File: src/rtl/cpu_program_loader.sv
// Boot/run controller: streams a program into instruction memory while the
// CPU is held in reset, then releases it for a programmed number of cycles.
//
// Ports:
//   clk, reset            clock, asynchronous active-low reset
//   load_valid/ready/data program byte stream (valid/ready handshake)
//   start, run_cycles     launch reset-hold/run; run length (0 = free-run)
//   abort, clear          end RUN early; discard program and flags
//   imem_we/addr/wdata    registered instruction-memory write port
//   cpu_reset, cpu_hold   CPU reset and freeze controls
//   busy, done, error     status (HOLD|RUN, DONE, sticky start-rejected)
//   prog_len, cycle_count bytes loaded, RUN cycles elapsed
module cpu_program_loader #(
   parameter int ADDR_W     = 8,
   parameter int DATA_W     = 8,
   parameter int RUN_W      = 16,
   parameter int RST_CYCLES = 2
) (
   input  logic              clk,
   input  logic              reset,
   input  logic              load_valid,
   output logic              load_ready,
   input  logic [DATA_W-1:0] load_data,
   input  logic              start,
   input  logic [RUN_W-1:0]  run_cycles,
   input  logic              abort,
   input  logic              clear,
   output logic              imem_we,
   output logic [ADDR_W-1:0] imem_addr,
   output logic [DATA_W-1:0] imem_wdata,
   output logic              cpu_reset,
   output logic              cpu_hold,
   output logic              busy,
   output logic              done,
   output logic              error,
   output logic [ADDR_W:0]   prog_len,
   output logic [RUN_W-1:0]  cycle_count
);

   typedef enum logic [1:0] {
      S_LOAD,
      S_HOLD,
      S_RUN,
      S_DONE
   } state_t;

   localparam int HOLD_W =
      (RST_CYCLES > 1) ? $clog2(RST_CYCLES) : 1;
   localparam logic [HOLD_W-1:0] HOLD_LAST =
      HOLD_W'(RST_CYCLES - 1);
   localparam logic [HOLD_W-1:0] HOLD_ONE = 1;
   localparam logic [RUN_W-1:0]  CNT_MAX  = '1;
   localparam logic [RUN_W-1:0]  CNT_ONE  = 1;
   localparam logic [ADDR_W:0]   LEN_ONE  = 1;

   state_t              r_state;
   state_t              w_next;
   logic [ADDR_W:0]     r_prog_len;
   logic [RUN_W-1:0]    r_run;
   logic [RUN_W-1:0]    r_count;
   logic [HOLD_W-1:0]   r_hold;
   logic                r_error;
   logic                r_we;
   logic [ADDR_W-1:0]   r_addr;
   logic [DATA_W-1:0]   r_wdata;

   logic                w_full;
   logic                w_len_ok;
   logic                w_accept;
   logic [RUN_W-1:0]    w_count_inc;
   logic                w_run_end;
   logic                w_launch;

   // Memory is full once prog_len reaches 2^ADDR_W (only the MSB set).
   assign w_full   = r_prog_len[ADDR_W];
   // Instructions are 16 bits: a runnable program is non-empty and even.
   assign w_len_ok = (r_prog_len != '0) && !r_prog_len[0];

   assign load_ready = (r_state == S_LOAD) && !w_full
                       && !start && !clear;
   assign w_accept   = load_valid && load_ready;

   // Saturating increment keeps a free-running count from wrapping.
   assign w_count_inc = (r_count == CNT_MAX) ? r_count
                                              : r_count + CNT_ONE;
   assign w_run_end   = ((r_run != '0) && (w_count_inc == r_run))
                        || abort;

   assign w_launch = !clear && start
                     && (((r_state == S_LOAD) && w_len_ok)
                         || (r_state == S_DONE));

   always_ff @(posedge clk or negedge reset) begin
      if (!reset) begin
         r_state <= S_LOAD;
      end else begin
         r_state <= w_next;
      end
   end

   always_comb begin
      w_next = r_state;
      if (clear) begin
         w_next = S_LOAD;
      end else begin
         unique case (r_state)
            S_LOAD: if (start && w_len_ok) w_next = S_HOLD;
            S_HOLD: if (r_hold == HOLD_LAST) w_next = S_RUN;
            S_RUN:  if (w_run_end) w_next = S_DONE;
            S_DONE: if (start) w_next = S_HOLD;
            default: w_next = S_LOAD;
         endcase
      end
   end

   always_ff @(posedge clk or negedge reset) begin
      if (!reset) begin
         r_prog_len <= '0;
         r_run      <= '0;
         r_count    <= '0;
         r_hold     <= '0;
         r_error    <= 1'b0;
         r_we       <= 1'b0;
         r_addr     <= '0;
         r_wdata    <= '0;
      end else begin
         r_we <= w_accept;
         if (w_accept) begin
            r_addr  <= r_prog_len[ADDR_W-1:0];
            r_wdata <= load_data;
         end
         if (clear) begin
            r_prog_len <= '0;
            r_count    <= '0;
            r_error    <= 1'b0;
         end else begin
            if (w_accept) begin
               r_prog_len <= r_prog_len + LEN_ONE;
            end
            if ((r_state == S_LOAD) && start && !w_len_ok) begin
               r_error <= 1'b1;
            end
            if (w_launch) begin
               r_run   <= run_cycles;
               r_count <= '0;
               r_hold  <= '0;
            end else if (r_state == S_HOLD) begin
               r_hold <= r_hold + HOLD_ONE;
            end else if (r_state == S_RUN) begin
               r_count <= w_count_inc;
            end
         end
      end
   end

   assign imem_we     = r_we;
   assign imem_addr   = r_addr;
   assign imem_wdata  = r_wdata;
   assign cpu_reset   = (r_state == S_LOAD) || (r_state == S_HOLD);
   assign cpu_hold    = (r_state != S_RUN);
   assign busy        = (r_state == S_HOLD) || (r_state == S_RUN);
   assign done        = (r_state == S_DONE);
   assign error       = r_error;
   assign prog_len    = r_prog_len;
   assign cycle_count = r_count;

endmodule

File: config.mk
export PLATFORM = sky130hd
export DESIGN_NAME = cpu_program_loader
export DESIGN_NICKNAME = d
export VERILOG_FILES = /design/src/rtl/cpu_program_loader.sv
export SDC_FILE = /design/constraint.sdc
export NUM_CORES = 1
export LEC_CHECK = 0
export CAP_MARGIN = 20
export CORE_MARGIN = 2
export CORE_UTILIZATION = 47
export CTS_BUF_LIST = sky130_fd_sc_hd__clkbuf_8
export DETAILED_ROUTE_END_ITERATION = 10
export GPL_TIMING_DRIVEN = 1
export PLACE_DENSITY = 0.79
export SYNTH_ARGS = -nofsm -noshare
export SYNTH_HDL_FRONTEND = slang
export SYNTH_SLANG_ARGS = --single-unit
export TNS_END_PERCENT = 50
File: constraint.sdc
create_clock -name clk -period 2.92 [get_ports clk]
set_input_delay 0.438 -clock clk [delete_from_list [all_inputs] [get_ports clk]]
set_output_delay 0.438 -clock clk [all_outputs]
set_load 0.01 [all_outputs]
Word level (Yosys, flattened, before mapping) --
Cells that the tools add are included.
Word-level totals: bits in read-only memories 0, output and inout port bits 48, logic and storage cells 73, register bits 62, bits of input ports 30, bits in latches 0, memories kept 0, RAM bits 0
Operators by class: divide/modulo/power cells 0, add/sub/neg operators 3, reductions and logical operators 32, equality and inequality tests 11, bitwise gates (word level) 1, multipliers 0, muxes and demuxes 17, shift-type cells 0, order comparisons 0
Operators by type and width (count):
- $mux 16 | 5
- $mux 9 | 2
- $add 16x1->16 const B | 1
- $eq 16x16->1 | 1
- $eq 16x16->1 const B | 1
- $reduce_bool 16->1 | 1
- $logic_and 1x1->1 | 12
- $ne 3x3->1 const B | 4
- $mux 2 | 5
- $add 9x1->9 const B | 1
- $reduce_bool 9->1 | 1
- $pmux 2 s4 | 1
- $reduce_and 2->1 | 3
- $reduce_bool 2->1 | 3
- $logic_not 1->1 | 5
- $eq 2x2->1 const B | 2
- $logic_or 1x1->1 | 4
- $mux 1 | 4
- $reduce_and 4->1 | 1
- $ne 3x2->1 const B | 1
- $reduce_bool 3->1 | 1
- $eq 2x1->1 const B | 1
- $logic_not 2->1 | 1
- $ne 2x2->1 const B | 1
- other kinds (2) | 2

Logic depth before layout (Yosys ltp) --
Gate-level depths: netlist (run 1).
depth in word-level cells 8, gate-level depth with buffers 10, gate-level depth less buffers 10

Least setup slack after synthesis (run 1) --
Ideal clock, no wire load.
path type reg2reg, from register r_count[0] (netlist: cycle_count[0]), to register r_state[0], stages on the path, launching flop included 11, clock period less this slack 2.841 ns, data arrival time 2.716 ns, setup slack 0.079 ns, data required time 2.795 ns, path through dfrtp_1 ha_1 nand3_4 or2_1 buf_6 o22ai_1 o211ai_1 or4_1 nor4_1 a41oi_1 mux2_2
Between the ends: cells in the longest elaborated chain, start to end 7, elaborated cells on any way between the ends 8, those cells by class add/sub (1); eq/ne (3); mux (1); reduce/logical (3)
Ends and longest elaborated chain:
- from (decl) | RTL line 60 | logic [RUN_W-1:0] r_count;
- from (signal assigned) | RTL line 150 | r_count <= w_count_inc;
- $add 16x1->16 / $eq 16x16->1 (equally long branches) | RTL line 85, 84
- $mux 16 (*) | RTL line 84 | assign w_count_inc = (r_count == CNT_MAX) ? r_count
- $eq 16x16->1 (*) | RTL line 86 | assign w_run_end = ((r_run != '0) && (w_count_inc == r_run))
- $logic_and 1x1->1 (*) | RTL line 86
- $logic_or 1x1->1 (*) | RTL line 87 | || abort;
- $ne 3x3->1 (no source line) (*)
- $reduce_and 4->1 (no source line) (*)
- to (signal assigned) | RTL line 97 | r_state <= w_next;
- to (decl) | RTL line 56 | state_t r_state;
Mark *: on every way between the ends. The rest lies on a longest branch, timed or not. A chain may end at the register's enable or synchronous reset.

Worst setup path in the final report (run 1) --
from register r_count[10] (netlist: cycle_count[10]), to register r_state[0]
The elaborated chain is that of the path after synthesis.

==> results of run 1 <==
layer usage:
metal	part of all wire (%)	vias to the layer above	global-route usage (%)
met1	42	1527	30.49
met5	0	-	0
met3	6.7	18	4.986
met2	49	137	39.06
li1	-	1492	-
met4	2.3	0	10.45
synth_stat cells, types with 7 or more instances:
| cell type | n | area [um2] |
|---|---|---|
| nand3_1 | 7 | 35.03 |
| nor4_1 | 10 | 62.56 |
| nor2_1 | 37 | 138.9 |
| dfrtp_1 | 62 | 1551 |
| inv_1 | 14 | 52.55 |
| clkbuf_1 | 13 | 48.80 |
| o21ai_0 | 15 | 75.07 |
| ha_1 | 7 | 87.58 |
| nand2_1 | 61 | 229.0 |
| mux2_2 | 17 | 191.4 |
| a21oi_1 | 13 | 65.06 |
| xor2_1 | 14 | 122.6 |
| nor3_1 | 7 | 35.03 |
| xnor2_1 | 19 | 166.4 |
| and3_1 | 9 | 56.30 |
| nand4_1 | 9 | 56.30 |
placed cells by master (no fill, tap or decap), types with 3 or more instances in the layout:
master	instances
a21oi_1	13
or3_1	3
buf_4	34
nand2b_1	6
nor4_1	7
o21ai_0	15
mux2_2	17
clkbuf_8	9
nand4_1	9
inv_1	14
xnor2_1	19
nand3_1	7
nor2_1	37
nor2b_1	4
clkdlybuf4s50_1	76
xor2_1	14
and3_1	9
dfrtp_1	62
nand3b_1	3
nand2_1	61
nor3_1	7
ha_1	7
mux2i_1	3
a31oi_1	3
critical path, delay by kind of cell, from the launching register on:
kind             cells  cell delay [ps]
flip-flops           1              450
AND/OR/NAND/NOR      4             1390
multiplexers         1              290
AO/OA/AOI/OAI        3              510
layout make-up:
type,instances,area (um2)
multi-input combinational,278,1764
clock buffer,9,123.9
clock inverter,6,87.58
fill,612,2412
inverter,14,52.55
tap,99,123.9
sequential,62,1551
timing repair buffer,111,1021
worst max-delay path by stage:
stage / endpoint / startpoint / slack (ps) / depth (start not counted)
5_1_grt: r_state[0] / cycle_count[10] / -30 / 10
2_1_floorplan: r_state[0] / cycle_count[0] / 80 / 10
4_1_cts: r_state[0] / cycle_count[0] / 60 / 9
6_report: r_state[0] / cycle_count[10] / 150 / 8
3_5_place_dp: r_state[0] / cycle_count[0] / 50 / 9
3_3_place_gp: r_state[0] / cycle_count[0] / 150 / 9
metrics by stage:
step | area (um2) | hold slack [ps]
floorplan | 3422 | 142.4
global placement | 4457 | 413.5
detailed placement | 4457 | 419.6
CTS | 4668 | 48.71
global route | 4725 | 78.60
finish | 4725 | 47.23
power breakdown:
group,internal (uW),switching [uW],total (uW)
clock network,475,347,823
registers,1050,193,1240
logic,572,474,1050
cells by family after synthesis:
| family | Yosys count | share of synthesized area [%] |
|---|---|---|
| AOI/OAI and AO/OA | 51 | 9.324 |
| xor gates and xnor gates | 33 | 8.446 |
| adders and majority gates | 7 | 2.559 |
| buffers and inverters | 33 | 4.095 |
| DFF | 62 | 45.34 |
| muxes | 21 | 6.801 |
| and+or+nand+nor | 166 | 23.44 |
registers in the layout, indices dropped and copies added, names as in the netlist:
register / cells
cycle_count: 16
error: 1
imem_addr: 8
imem_wdata: 8
imem_we: 1
prog_len: 9
r_hold: 1
r_run: 16
r_state: 2
what timing repair did:
action | 4_1_cts | 5_1_grt
setup buffers | 0 | 3
resized for setup | 0 | 6
hold endpoints to repair | 0 | 0
setup endpoints to repair | 0 | 2
==> impl_metrics.yaml, run 1 <==
run_status:
  status: "finished, final reports clean"
worst_setup_path:
  cp_slowest_cell: "or4_1"
  regToRegSetupSlack_ps: 150
  r2r-end: "r_state[0]"
  critical_path.max_stage_delay_ps: 540
  worstSetupStartpointType: "register"
  r2r_cells: 8
  cp_cell_sequence: "and4_1 -> nand3_1 -> o22ai_1 -> o211ai_1 -> or4_1 -> nor4_2 -> a41oi_1 -> mux2_2"
  worst-path-max-fanout: 7
  worst_r2r_startpoint: "cycle_count[10]"
  critPathRequiredTime_ps: 3150
  cp.arrival_ps: 3010
  worstSetupEndpointType: "register"
  critical_path_class: "reg -> reg"
drt:
  wl_per_cell_um: 15.73
  drc: 0
  vias: 3174
  antenna_left: 0
  via_per_inst: 5.482
  drt-total-wl_mm: 9.106
  drt_pre_antenna_iters: 4
  drtIter0Drc: 151
clock_network:
  cts_tree: "yes"
  worstSkewPairLatency_ps: 340
  path_clk_slew_ps: 70
  hold_buffers: 0
  cts.sinks: 62
  cts-htree-levels: 3
  cts.path.max_buffers: 2
  cts_root_buf: "clkbuf_8"
  cts_inserted_buffers: 9
yosys:
  synth_edf_count: 0
  avgSynthCellArea_um2: 9.174
  netlist_instances: 373
  yosysUniqueCellTypes: 47
  synth-seq-area-share_pct: 45.34
  synth.cell_area_um2: 3422
  async_reset_ff_share_pct: 100.0
  syn_nets: 410
  yosysWarnings: 0
  ys_seq_elements: 62
  ys.flop_type: "dfrtp_1"
sta:
  finalCriticalPeriod_ps: 2774
  worstMarginPinSlew_ps: 670.0
  tns_ps: 0
  drv_slew: 0
  relSlewSlack_pct: 55.34
  finalHoldViolCount: 0
  finClkSkew_ps: 5.149
  setup_viol: 0
  fmax_mhz: 360.5
  fin_ws_ps: 146.3
  period_share_pct: 94.99
floorplan:
  pin_count: 78
  start_util_pct: 47.95
  fp.dieArea_um2: 7980
  die_w_um: 89.33
  core_area_um2: 7137
  fp.dieH_um: 89.33
  rows: 31
job:
  maxCapViolCount: 0
placement:
  dp_cells: 561
  gp_congestion: 0.9492
  dp_hpwl_mm: 6.819
  port_buffers: 77
  pre_cts_ws_ps: 53.41
power:
  power_density_nw_per_um2: 658.5
  vdd_drop_max_v: 0.0004458
  p_leak_uw: 0.002064
  totalPowerFinal_uw: 3111
global_route:
  grt_pass1_vias: 3117
  overflow: 0
  antenna_found_initial: 0
  grt.total_usage_pct: 23.83
  grt_pass1_wl_mm: 14.60
  grt_max_degree: 23
cells_and_area:
  antenna_cells: 0
  fin_cells: 579
  drive_above_1_share_pct: 15.63
  area_growth_pct: 38.06
  layout.nets: 513
  fin_util_pct: 66.20
worst_hold_path:
  hold_path.class: "in -> async"
Power figures use the tool's default switching activity.
==> inputs of run 2 (changes only) <==
--- a/config.mk
+++ b/config.mk
@@ -13,4 +13,5 @@
 export GPL_TIMING_DRIVEN = 1
 export PLACE_DENSITY = 0.79
+export REMOVE_ABC_BUFFERS = 1
 export SYNTH_ARGS = -nofsm -noshare
 export SYNTH_HDL_FRONTEND = slang
==> constraint.sdc (replaced) <==
create_clock -name clk -period 2.92 [get_ports clk]
set_input_delay 0.438 -clock clk [delete_from_list [all_inputs] [get_ports clk]]
set_output_delay 0.438 -clock clk [all_outputs]
set_load 0.1 [all_outputs]
==> impl_metrics.yaml, run 2 (synthesized netlist as in run 1, its figures left out) <==
run_status:
  status: "finished, final reports clean"
power:
  clkPwrFrac_pct: 24.7
  power_switching_uw: 1723
  vdd_drop_max_v: 0.0005761
  p_int_uw: 2158
  totalPowerFinal_uw: 3881
  power_frac_comb_pct: 43.4
  p_seq_share_pct: 31.9
  swShare_pct: 44.39
  power_density_nw_per_um2: 836.2
  p_leak_uw: 0.002157
cells_and_area:
  area_growth_pct: 35.61
  drive_above_1_share_pct: 25.31
  layout_commonest_cell: "buf_4"
  fin_cells: 581
  antenna_cells: 0
  layout_common_cells: "buf_4, dfrtp_1, nand2_1"
  multi_input_area_um2: 1740
  layout.nets: 514
  num-fill-cells: 608
  seq_area_um2: 1551
global_route:
  grt_pass1_vias: 2970
  overflow: 0
  grt.total_usage_pct: 23.01
  antenna_found_initial: 0
  grt_pass1_wl_mm: 13.92
  grt_max_degree: 63
clock_network:
  cts.path.max_buffers: 2
  cts_tree: "yes"
  path_clk_slew_ps: 80
  cts_root_buf: "clkbuf_8"
  cts_inserted_buffers: 9
  cts.sinks: 62
  worstSkewPairLatency_ps: 350
  cts-htree-levels: 3
drt:
  drtIter0Drc: 202
  drt_pre_antenna_iters: 5
  wl_per_cell_um: 15.27
  drt-total-wl_mm: 8.871
  vias: 3138
  drc: 0
  antenna_left: 0
  via_per_inst: 5.401
floorplan:
  rows: 31
  fp.dieH_um: 89.33
  pin_count: 78
  fp.dieArea_um2: 7980
  die_w_um: 89.33
  start_util_pct: 47.95
  core_area_um2: 7137
sta:
  finClkSkew_ps: 11.12
  grt_setup_unrepaired: "false"
  setup_viol: 0
  fin_ws_ps: 128.8
  worstMarginPinSlew_ps: 747.9
  period_share_pct: 95.59
  whs_ps: 234.6
  drv_slew: 0
  tns_ps: 0
  finalHoldViolCount: 0
  fmax_mhz: 358.3
  finalCriticalPeriod_ps: 2791
  relSlewSlack_pct: 50.14
worst_setup_path:
  critical_path.max_stage_delay_ps: 480
  critPathRequiredTime_ps: 3150
  cp_slowest_cell: "nor4_1"
  cp.arrival_ps: 3020
  worstSetupStartpointType: "register"
  critical_path_class: "reg -> reg"
  worstSetupEndpointType: "register"
  cpMostUsedCell: "nor4_1"
  cp_cell_sequence: "ha_1 -> nand3_4 -> nor4_1 -> xnor2_1 -> nor2_1 -> or4_1 -> nor4_1 -> a41oi_1 -> mux2_2"
  worst-path-max-fanout: 5
placement:
  port_buffers: 77
  dp_cells: 562
  dp_hpwl_mm: 6.531
  gp_congestion: 0.9132
  pre_cts_ws_ps: 117.5
job:
  maxCapViolCount: 0
worst_hold_path:
  hold_path.class: "in -> async"
-- run 2: cell types whose count changed in the layout (fill, tap and decap cells not counted), moves of 2 or more --
cell / previous run / this run
inv_6: 0 / 2
nor4_1: 7 / 10
buf_4: 34 / 82
nor4_2: 2 / 0
clkinv_2: 2 / 0
clkdlybuf4s50_1: 76 / 28
-- run 2: metrics by stage --
| step | utilization [%] | cell area [um2] |
|---|---|---|
| 2_1_floorplan | - | 3334 |
| 3_3_place_gp | 61.04 | 4357 |
| 3_5_place_dp | 61.04 | 4357 |
| 4_1_cts | 64.57 | 4608 |
| 5_1_grt | 65.02 | 4641 |
| 6_report | 65.02 | 4641 |
-- run 2: final timing paths --
kind / startpoint / end / slack (ps) / depth (start not counted)
max: cycle_count[0] / r_state[0] / 130 / 9
min: reset / prog_len[6] / 230 / 2
max reg2reg: cycle_count[0] / r_state[0] / 130 / 9
min reg2reg: imem_addr[7] / imem_addr[7] / 490 / 2
max in group asynchronous: reset / cycle_count[0] / 2180 / 2
min in group clk: imem_addr[7] / imem_addr[7] / 490 / 2
-- run 2: critical path, delay by kind of cell, from the launching register on --
kind / cells / cell delay (ps)
xor gates and xnor gates: 1 / 180
muxes: 1 / 320
and+or+nand+nor: 5 / 1400
AOI/OAI and AO/OA: 1 / 210
DFF: 1 / 350
adders and majority gates: 1 / 220
-- run 2: metal layers --
metal | up-vias | track usage [%] | wire, um
li1 | 1497 | - | -
met1 | 1518 | 30.55 | 3932
met2 | 113 | 36.57 | 4343
met3 | 10 | 5.448 | 487
met4 | 0 | 8.820 | 108
met5 | - | 0 | 0
-- run 2: final cells by class --
| class | instances | share of cell area, % |
|---|---|---|
| Timing Repair Buffer | 112 | 19.84 |
| Sequential cell | 62 | 33.43 |
| Clock buffer | 9 | 2.669 |
| Tap cell | 99 | 2.669 |
| Clock inverter | 7 | 2.750 |
| Multi-Input combinational cell | 278 | 37.50 |
| Inverter | 14 | 1.132 |
-- run 2: power by group through the flow --
| stage | combinational [uW] | sequential [uW] | clock [uW] |
|---|---|---|---|
| 2_1_floorplan | 799 | 1700 | 0 |
| 3_3_place_gp | 1650 | 1240 | 0 |
| 3_5_place_dp | 1680 | 1250 | 0 |
| 4_1_cts | 1690 | 1230 | 976 |
| 5_1_grt | 1780 | 1260 | 1010 |
| 6_report | 1680 | 1240 | 958 |
-- run 2: repair_timing --
item | 4_1_cts | 5_1_grt
gates resized for setup | 0 | 3
hold buffers | 0 | 0
buffers inserted | 0 | 3
setup endpoints to repair | 0 | 2
endpoints found under the hold margin | 0 | 0
==> inputs of run 3 (changes only) <==
ABC_AREA = 1   (was not set)
CORE_UTILIZATION = 45   (was 47)
CTS_BUF_LIST = not set   (was sky130_fd_sc_hd__clkbuf_8)
PLACE_DENSITY = 0.76   (was 0.79)
==> impl_metrics.yaml, run 3 <==
yosys:
  yosys.area.top_type_share_pct: 45.98
  synthSimpleGateAreaFrac_pct: 31.44
  netlist_instances: 439
  synth_top_family_by_area: "simple AND/OR/NAND/NOR gates"
  synthMuxAreaShare_pct: 0
  synth-seq-area-share_pct: 45.98
  ys_seq_elements: 62
  netlist_top_cells_count: "nand2_1, dfrtp_1, inv_1"
  synth.cell_area_um2: 3374
  yosysUniqueCellTypes: 34
  synthTopCellsByArea: "dfrtp_1, nand2_1, inv_1, nand3_1, nor2_1"
  synth_xor_area_share_pct: 2.076
  async_reset_ff_share_pct: 100.0
  synthAdderAreaFrac_pct: 2.595
  synth_compound_area_share_pct: 10.79
  yosysWarnings: 0
  avgSynthCellArea_um2: 7.687
  synth_top_cell_by_area: "dfrtp_1"
  synth_edf_count: 0
  ys.flop_type: "dfrtp_1"
  synth.most_common_cell: "nand2_1"
sta:
  setup_viol: 0
  finalCriticalPeriod_ps: 2404
  drv_slew: 0
  whs_ps: 494.3
  worstMarginPinSlew_ps: 413.3
  fmax_mhz: 416.0
  grt_setup_unrepaired: "false"
  period_share_pct: 82.33
  relSlewSlack_pct: 72.20
  finalHoldViolCount: 0
  finClkSkew_ps: 4.807
placement:
  dp_hpwl_mm: 6.320
  gp_congestion: 0.8679
  dp_cells: 610
  placed_cell_area_um2: 4158
  port_buffers: 77
clock_network:
  path_clk_slew_ps: 70
  cts.sinks: 62
  cts-htree-levels: 3
  cts_root_buf: "clkbuf_8"
  cts_inserted_buffers: 9
  cts_tree: "yes"
  cts_setup_buffers: 0
  cts_resized: 0
  worstSkewPairLatency_ps: 340
  cts.path.max_buffers: 2
drt:
  vias: 3223
  antenna_left: 0
  via_per_inst: 5.132
  drt_pre_antenna_iters: 5
  drc: 0
  drtIter0Drc: 167
  wl_per_cell_um: 13.73
  drt-total-wl_mm: 8.622
global_route:
  met1_usage_pct: 27.72
  grt_max_degree: 45
  grt_pass1_vias: 3284
  overflow: 0
  grt_use_met2_pct: 35.32
  antenna_found_initial: 0
  grt.met3_usage_pct: 5.426
  grt_pass1_wl_mm: 14.48
  grt.total_usage_pct: 21.77
  busiest_layer: "met2"
cells_and_area:
  fin_util_pct: 60.26
  antenna_cells: 0
  design_area_um2: 4370
  num-fill-cells: 652
  drive_above_1_share_pct: 16.07
  layout_common_cells: "nand2_1, dfrtp_1, buf_4"
  area_growth_pct: 29.51
  layout.nets: 561
  layout_commonest_cell: "nand2_1"
  fin_cells: 628
floorplan:
  rows: 31
  pin_count: 78
  fp.dieH_um: 90.60
  start_util_pct: 46.52
  core_area_um2: 7253
  fp.dieArea_um2: 8207
  die_w_um: 90.60
worst_hold_path:
  hold_path.class: "in -> async"
worst_setup_path:
  r2r_cells: 17
  worst-path-max-fanout: 23
  worstSetupEndpointType: "register"
  critical_path.max_stage_delay_ps: 440
  critPathTopFamily: "simple AND/OR/NAND/NOR gates"
  crit_buf_inv: 2
  r2r-end: "r_state[0]"
  cp.arrival_ps: 2630
  regToRegSetupSlack_ps: 520
  cpMostUsedCell: "nand2_1"
  worstSetupStartpointType: "register"
  cp_cell_sequence: "ha_1 -> nand3_2 -> inv_2 -> nand2_4 -> nor2_4 -> inv_2 -> nand2_1 -> nand2_1 -> nand2_1 -> nor2_1 -> nand3_1 -> nor2_1 -> nand2_1 -> nand2_2 -> nand2_2 -> nand2_1 -> nand2_1"
  critical_path_class: "reg -> reg"
  worst_r2r_startpoint: "cycle_count[0]"
  critPathRequiredTime_ps: 3150
  cp_slowest_cell: "dfrtp_1"
power:
  vdd_drop_max_v: 0.0007020
  p_leak_uw: 0.002180
  totalPowerFinal_uw: 3691
  power_density_nw_per_um2: 844.4
run_status:
  status: "finished, final reports clean"
job:
  maxCapViolCount: 0
-- run 3: final cells by class --
cell class / instances / area (um2) / area share (%)
repair buffers: 86 / 753.2 / 17.23
inverters: 47 / 176.4 / 4.037
well taps: 99 / 123.9 / 2.834
multi-input cells: 318 / 1583 / 36.22
flip-flops and latches: 62 / 1551 / 35.50
clock inverters: 4 / 47.55 / 1.088
clock buffers: 12 / 135.1 / 3.092
-- run 3: cells by family after synthesis --
kind of cell / after synthesis
AOI/OAI and AO/OA: 57
xor gates and xnor gates: 8
adders and majority gates: 7
buffers and inverters: 59
DFF: 62
and+or+nand+nor: 246
-- run 3: metrics by stage --
stage,setup TNS (ps),setup WS [ps]
6_report,0,516.0
5_1_grt,0,270.9
4_1_cts,0,528.5
3_5_place_dp,0,443.4
3_3_place_gp,0,520.4
2_1_floorplan,-37550,-1904
-- run 3: worst max-delay path by stage --
stage                    from           to  slack [ps]  cells past startpoint
2_1_floorplan     prog_len[8]  prog_len[7]       -1900                      9
5_1_grt        cycle_count[0]   r_state[0]         270                     17
3_5_place_dp            start  prog_len[7]         440                     10
4_1_cts        cycle_count[0]   r_state[0]         530                     17
6_report       cycle_count[0]   r_state[0]         520                     17
3_3_place_gp            start  prog_len[4]         520                      7
-- run 3: worst reg2reg max path, delay by kind of cell (launching register included) --
family | cells | cell delay [ps]
flip-flops | 1 | 440
adder cells (fa/ha/maj) | 1 | 260
AND/OR/NAND/NOR | 14 | 1200
buffers and inverters | 2 | 380
-- run 3: where the power goes --
part | switching, uW | internal [uW]
clock network | 334 | 392
logic | 1270 | 439
registers | 182 | 1070
-- run 3: timing repair --
item                       in CTS  in global routing
hold buffers                    0                  1
hold endpoints to repair        0                 10
setup endpoints to repair       0                  0
-- run 3: layer usage --
layer  vias to the layer above  share of wire [%]
li1                       1592                  -
met1                      1499                 44
met2                       116                 47
met4                         0                1.8
met5                         -                  0
met3                        16                7.2
